$ cat config.mk
export PLATFORM = sky130hd
export DESIGN_NAME = mc_control_fsm
export DESIGN_NICKNAME = d
export VERILOG_FILES = /design/src/rtl/mc_control_fsm.sv
export SDC_FILE = /design/constraint.sdc
export NUM_CORES = 1
export LEC_CHECK = 0
export ABC_AREA = 0
export CORE_AREA = 2 2 46 48
export DETAILED_ROUTE_END_ITERATION = 8
export DIE_AREA = 0 0 48 50
export PLACE_DENSITY = 0.86
export SLEW_MARGIN = 20
export SYNTH_ARGS = -nofsm -noshare
export SYNTH_HDL_FRONTEND = slang
export SYNTH_SLANG_ARGS = --single-unit
$ cat constraint.sdc
create_clock -name clk -period 4.4 [get_ports clk]
set_input_delay 0.44 -clock clk [delete_from_list [all_inputs] [get_ports clk]]
set_output_delay 0.44 -clock clk [all_outputs]
set_load 0.005 [all_outputs]
$ cat src/rtl/mc_control_fsm.sv
// Multicycle control FSM for the ARM-subset core: sequences fetch/decode/execute/writeback
// and raises the raw write requests that conditional execution later gates.
// Optional feature: define MCFSM_ILLEGAL_TRAP_EN to trap Op=11 into a HALT state.
//
// state    | meaning
// FETCH    | read instruction at PC, PC+4 written on final wait cycle
// DECODE   | register read, PC+8 computed for branch/PC operands
// MEMADR   | compute load/store address (Rn + ExtImm)
// MEMRD    | read data memory, held MEM_WAIT extra cycles
// MEMWB    | write loaded word to Rd
// MEMWR    | write data memory
// EXECUTER | data-proc with register operand
// EXECUTEI | data-proc with immediate operand
// ALUWB    | write ALU result to Rd
// BRANCH   | PC <- PC+8 + offset
// HALT     | illegal opcode trap (MCFSM_ILLEGAL_TRAP_EN only)
module mc_control_fsm #(
  parameter int unsigned MEM_WAIT = 0
) (
  input  logic       clk,
  input  logic       reset,
  input  logic [1:0] Op,
  input  logic [5:0] Funct,
  input  logic [3:0] Rd,
  output logic       PCS,
  output logic       RegW,
  output logic       MemW,
  output logic [1:0] FlagW,
  output logic       NoWrite,
  output logic       IRWrite,
  output logic       NextPC,
  output logic       AdrSrc,
  output logic [1:0] ResultSrc,
  output logic       ALUSrcA,
  output logic [1:0] ALUSrcB,
  output logic [1:0] ALUControl,
  output logic [1:0] ImmSrc,
  output logic [1:0] RegSrc,
  output logic       Illegal
);

  localparam logic [3:0] S_FETCH    = 4'd0;
  localparam logic [3:0] S_DECODE   = 4'd1;
  localparam logic [3:0] S_MEMADR   = 4'd2;
  localparam logic [3:0] S_MEMRD    = 4'd3;
  localparam logic [3:0] S_MEMWB    = 4'd4;
  localparam logic [3:0] S_MEMWR    = 4'd5;
  localparam logic [3:0] S_EXECUTER = 4'd6;
  localparam logic [3:0] S_EXECUTEI = 4'd7;
  localparam logic [3:0] S_ALUWB    = 4'd8;
  localparam logic [3:0] S_BRANCH   = 4'd9;
`ifdef MCFSM_ILLEGAL_TRAP_EN
  localparam logic [3:0] S_HALT     = 4'd10;
`endif

  localparam logic [3:0] WAIT_LAST = 4'(MEM_WAIT);

  logic [3:0] state_q, state_d;
  logic [3:0] cnt_q, cnt_d;
  logic       cnt_done;

  logic [3:0] cmd;
  logic       i_bit;
  logic       s_bit;
  logic [1:0] alu_op;
  logic       is_add_sub;
  logic       is_cmp;
  logic       cmd_known;
  logic [1:0] dec_flagw;

  logic       regw_raw;
  logic       memw_raw;
  logic       branch_raw;
  logic       irwrite_raw;
  logic [1:0] flagw_raw;
  logic       nowrite_raw;
  logic       adr_src;
  logic [1:0] result_src;
  logic       alu_src_a;
  logic [1:0] alu_src_b;
  logic [1:0] alu_ctrl;
`ifdef MCFSM_ILLEGAL_TRAP_EN
  logic       illegal_raw;
`endif

  assign cmd      = Funct[4:1];
  assign i_bit    = Funct[5];
  assign s_bit    = Funct[0];
  assign cnt_done = (cnt_q == WAIT_LAST);

  always_ff @(posedge clk or posedge reset) begin
    if (reset) begin
      state_q <= S_FETCH;
      cnt_q   <= 4'd0;
    end else begin
      state_q <= state_d;
      cnt_q   <= cnt_d;
    end
  end

  // Unrecognised commands still execute as ADD but must never touch the flags.
  always_comb begin
    alu_op     = 2'b00;
    is_add_sub = 1'b0;
    is_cmp     = 1'b0;
    cmd_known  = 1'b1;
    case (cmd)
      4'b0100: begin alu_op = 2'b00; is_add_sub = 1'b1; end
      4'b0010: begin alu_op = 2'b01; is_add_sub = 1'b1; end
      4'b0000: alu_op = 2'b10;
      4'b1100: alu_op = 2'b11;
      4'b1010: begin alu_op = 2'b01; is_cmp = 1'b1; end
      default: cmd_known = 1'b0;
    endcase
    dec_flagw = cmd_known ? {s_bit, s_bit & (is_add_sub | is_cmp)} : 2'b00;
  end

  always_comb begin
    state_d = state_q;
    cnt_d   = 4'd0;
    case (state_q)
      S_FETCH: begin
        if (cnt_done) state_d = S_DECODE;
        else          cnt_d   = cnt_q + 4'd1;
      end
      S_DECODE: begin
        case (Op)
          2'b01:   state_d = S_MEMADR;
          2'b00:   state_d = i_bit ? S_EXECUTEI : S_EXECUTER;
          2'b10:   state_d = S_BRANCH;
`ifdef MCFSM_ILLEGAL_TRAP_EN
          default: state_d = S_HALT;
`else
          default: state_d = S_FETCH;
`endif
        endcase
      end
      S_MEMADR:   state_d = Funct[0] ? S_MEMRD : S_MEMWR;
      S_MEMRD: begin
        if (cnt_done) state_d = S_MEMWB;
        else          cnt_d   = cnt_q + 4'd1;
      end
      S_MEMWB,
      S_MEMWR,
      S_ALUWB,
      S_BRANCH:   state_d = S_FETCH;
      S_EXECUTER,
      S_EXECUTEI: state_d = S_ALUWB;
`ifdef MCFSM_ILLEGAL_TRAP_EN
      S_HALT:     state_d = S_HALT;
`endif
      default:    state_d = S_FETCH;
    endcase
  end

  always_comb begin
    regw_raw    = 1'b0;
    memw_raw    = 1'b0;
    branch_raw  = 1'b0;
    irwrite_raw = 1'b0;
    flagw_raw   = 2'b00;
    nowrite_raw = 1'b0;
    adr_src     = 1'b0;
    result_src  = 2'b00;
    alu_src_a   = 1'b0;
    alu_src_b   = 2'b00;
    alu_ctrl    = 2'b00;
`ifdef MCFSM_ILLEGAL_TRAP_EN
    illegal_raw = 1'b0;
`endif
    case (state_q)
      S_FETCH: begin
        alu_src_a   = 1'b1;
        alu_src_b   = 2'b10;
        result_src  = 2'b10;
        irwrite_raw = cnt_done;
      end
      S_DECODE: begin
        alu_src_a  = 1'b1;
        alu_src_b  = 2'b10;
        result_src = 2'b10;
      end
      S_MEMADR:   alu_src_b = 2'b01;
      S_MEMRD:    adr_src   = 1'b1;
      S_MEMWB: begin
        result_src = 2'b01;
        regw_raw   = 1'b1;
      end
      S_MEMWR: begin
        adr_src  = 1'b1;
        memw_raw = 1'b1;
      end
      S_EXECUTER,
      S_EXECUTEI: begin
        alu_src_b   = (state_q == S_EXECUTEI) ? 2'b01 : 2'b00;
        alu_ctrl    = alu_op;
        flagw_raw   = dec_flagw;
        nowrite_raw = is_cmp;
      end
      // CMP keeps NoWrite up so the downstream gate suppresses this RegW.
      S_ALUWB: begin
        regw_raw    = 1'b1;
        nowrite_raw = is_cmp;
      end
      S_BRANCH: begin
        alu_src_b  = 2'b01;
        result_src = 2'b10;
        branch_raw = 1'b1;
      end
`ifdef MCFSM_ILLEGAL_TRAP_EN
      S_HALT:     illegal_raw = 1'b1;
`endif
      default: ;
    endcase
  end

  // Write enables are masked while reset is held so nothing leaks out mid-reset.
  assign RegW       = regw_raw & ~reset;
  assign MemW       = memw_raw & ~reset;
  assign PCS        = (branch_raw | (regw_raw & (Rd == 4'hF))) & ~reset;
  assign FlagW      = reset ? 2'b00 : flagw_raw;
  assign IRWrite    = irwrite_raw & ~reset;
  assign NextPC     = irwrite_raw & ~reset;
  assign NoWrite    = nowrite_raw;
  assign AdrSrc     = adr_src;
  assign ResultSrc  = result_src;
  assign ALUSrcA    = alu_src_a;
  assign ALUSrcB    = alu_src_b;
  assign ALUControl = alu_ctrl;
  assign ImmSrc     = Op;
  assign RegSrc     = {Op == 2'b01, Op == 2'b10};
`ifdef MCFSM_ILLEGAL_TRAP_EN
  assign Illegal    = illegal_raw & ~reset;
`else
  assign Illegal    = 1'b0;
`endif

endmodule

==> impl_metrics.tcl <==
set metrics [dict create \
    status "finished, final reports clean" \
    final_util 0.543 \
    skew_ns 0.00770 \
    synth_edf_count 0 \
    cts_setup_buffers 0 \
    die_area_um2 2400 \
    period_share 0.646 \
    grt_pass1_vias 711 \
    min_path_type "reg2reg" \
    worst_pin_slew_ns 0.665 \
    cts.repair.resized 0 \
    grt_max_degree 20 \
    drcViolationCount 0 \
    setup_viol 0 \
    crit_fanout 19 \
    numPortBuffers 33 \
    clk_path_buf_depth 2 \
    clock_latency_ns 0.25 \
    ys_ff_latch 8 \
    syn_inst 88 \
    fin_tns_setup_ns 0 \
    antenna_left 0 \
    antenna_cells 0 \
    netlist_area_um2 712 \
    wl_per_cell_um 12.8 \
    final_nets 132 \
    cts_tree "yes" \
    drv_slew 0 \
    relSlewSlack 0.556 \
    cts_hold_buf 0 \
    timing.fmax_mhz 352 \
    p_per_area_nw_per_um2 425 \
    yosys-top-cells-area "dfrtp_1 (28%), buf_4 (6.3%), nor3_1 (4.9%)" \
    crit_arrival_ns 2.40 \
    synth_fp_nets 104 \
    rows 16 \
    yosys.area.top_type_share 0.281 \
    synth_async_sr_flop_share 1.00 \
    grt_overflow 0 \
    synth_flop_cell "dfrtp_1" \
    gp_congestion 0.746 \
    die_h_um 50 \
    area_delta_synth_final_pct 45.2 \
    total_power_mw 0.439 \
    antenna_found_initial 0 \
    routed_wl_mm 1.80 \
    layout-drive-gt1-share 0.0702 \
    track_usage 0.169 \
    vias 754 \
    worst_setup_path_start_kind "register" \
    ir_drop_mv 0.214 \
    root_buffer "clkbuf_4" \
    fin_area_um2 1030 \
    dpl.hpwl_mm 1.40 \
    place_area_um2 1010 \
    drt-pass1-iter-count 4 \
    ys_warn_count 0 \
    rsz0062_at_grt "no" \
    die_width_um 48 \
    coreArea_um2 1900 \
    viasPerCell 5.35 \
    finalHoldViolations 0 \
    yosysUniqueCellTypes 35 \
    yosysTopAreaCell "dfrtp_1" \
    crit_required_ns 3.96 \
    cts_sinks 8 \
    critPathKind "reg2out" \
    cts_buffers 3 \
    hold_slack_ns 0.499 \
    syn_area_per_cell_um2 8.09 \
    seq_area_frac_synth 0.281 \
    cp-end-kind "output pin" \
    drt-initial-drc-count 17 \
    grt_pass1_wl_mm 2.98 \
    p_leak_nw 0.388 \
    cap_violations 0 \
    initial_core_util 0.374 \
    ioPinCount 35 \
    fin_crit_ns 2.84 \
    clkTransAtPathRegs_ns 0.06 \
    cts-htree-levels 1 \
]
through the flow:
stage / std cells / worst slack [ns]
floorplan: 88 / 2.64
finish: 141 / 1.56
CTS: 141 / 1.56
global route: 141 / 1.44
detailed placement: 138 / 1.67
global placement: 138 / 1.75
area by class of cell:
cell class                      count  area [um2]
Multi-Input combinational cell     66         432
Tap cell                           27        33.8
Clock buffer                        3        22.5
Sequential cell                     8         200
Timing Repair Buffer               33         330
Inverter                            4        15.0
Fill cell                         176         868
critical path, cell delays in order (launching register included):
cell,delay (ns)
dfrtp_1,0.72
nand4bb_1,0.25
or3b_1,0.44
a211oi_2,0.22
clkdlybuf4s50_1,0.53
power by group:
part           leakage (nW)  total, mW  internal, mW  switching [mW]
registers             0.107      0.140        0.0877          0.0522
logic                 0.267      0.244         0.145          0.0990
clock network        0.0138     0.0553        0.0312          0.0241
flip-flops by register name, indices dropped and copies added, names as in the netlist:
| register | flops |
|---|---|
| cnt_q | 4 |
| state_q | 4 |
per-layer routing:
| layer | wire, um | global-route usage |
|---|---|---|
| met2 | 836 | 0.273 |
| met1 | 723 | 0.201 |
| met4 | 38 | 0.0946 |
| met3 | 204 | 0.0256 |
| met5 | 0 | 0 |
final timing paths:
| kind | slack [ns] | cells past startpoint | from | endpoint |
|---|---|---|---|---|
| hold / removal | 0.50 | 1 | cnt_q[0]$_DFF_PP0_ | cnt_q[0]$_DFF_PP0_ |
| hold reg to reg | 0.50 | 1 | cnt_q[0]$_DFF_PP0_ | cnt_q[0]$_DFF_PP0_ |
| setup reg to reg | 2.83 | 5 | cnt_q[0]$_DFF_PP0_ | state_q[0]$_DFFE_PP0P_ |
| setup / recovery | 1.56 | 4 | state_q[1]$_DFFE_PP0P_ | FlagW[1] |
| max in group asynchronous | 3.58 | 2 | reset | cnt_q[1]$_DFF_PP0_ |
| min in group asynchronous | 0.58 | 2 | reset | state_q[2]$_DFFE_PP0P_ |
synthesized netlist by cell type (2+ instances only):
master / n
ha_1: 2
inv_1: 3
nand2_1: 3
nand2b_1: 5
nor2b_1: 4
and3_1: 2
nor3b_1: 2
nor3_1: 7
dfrtp_1: 8
buf_4: 6
a211oi_1: 2
a21oi_1: 6
or3b_1: 2
buf_2: 4
nor2_1: 7
xor2_1: 2
xnor2_1: 3
nand3_1: 3
logic make-up (layout without fill, tap and decap cells):
group / count (synthesis) / count (layout) / synth area share
AND/OR/NAND/NOR: 42 / 42 / 0.344
flip-flops: 8 / 8 / 0.281
other: 1 / 1 / 0.00527
multiplexers: 1 / 1 / 0.0158
buffers and inverters: 14 / 40 / 0.112
AO/OA/AOI/OAI: 15 / 15 / 0.144
adder cells (fa/ha/maj): 2 / 2 / 0.0351
XOR/XNOR: 5 / 5 / 0.0615
cells in the final DEF (no fill, tap or decap), types with 2 or more instances in the layout:
cell,instances
clkbuf_4,3
nor3b_1,2
xnor2_1,3
a211oi_1,2
nand3_1,3
nand2_1,3
clkdlybuf4s50_1,33
dfrtp_1,8
and3_1,2
nor2b_1,4
xor2_1,2
nor3_1,7
a21oi_1,6
or3b_1,2
inv_1,3
ha_1,2
nand2b_1,5
nor2_1,7
Note: power is estimated with default switching activity, not from simulation.
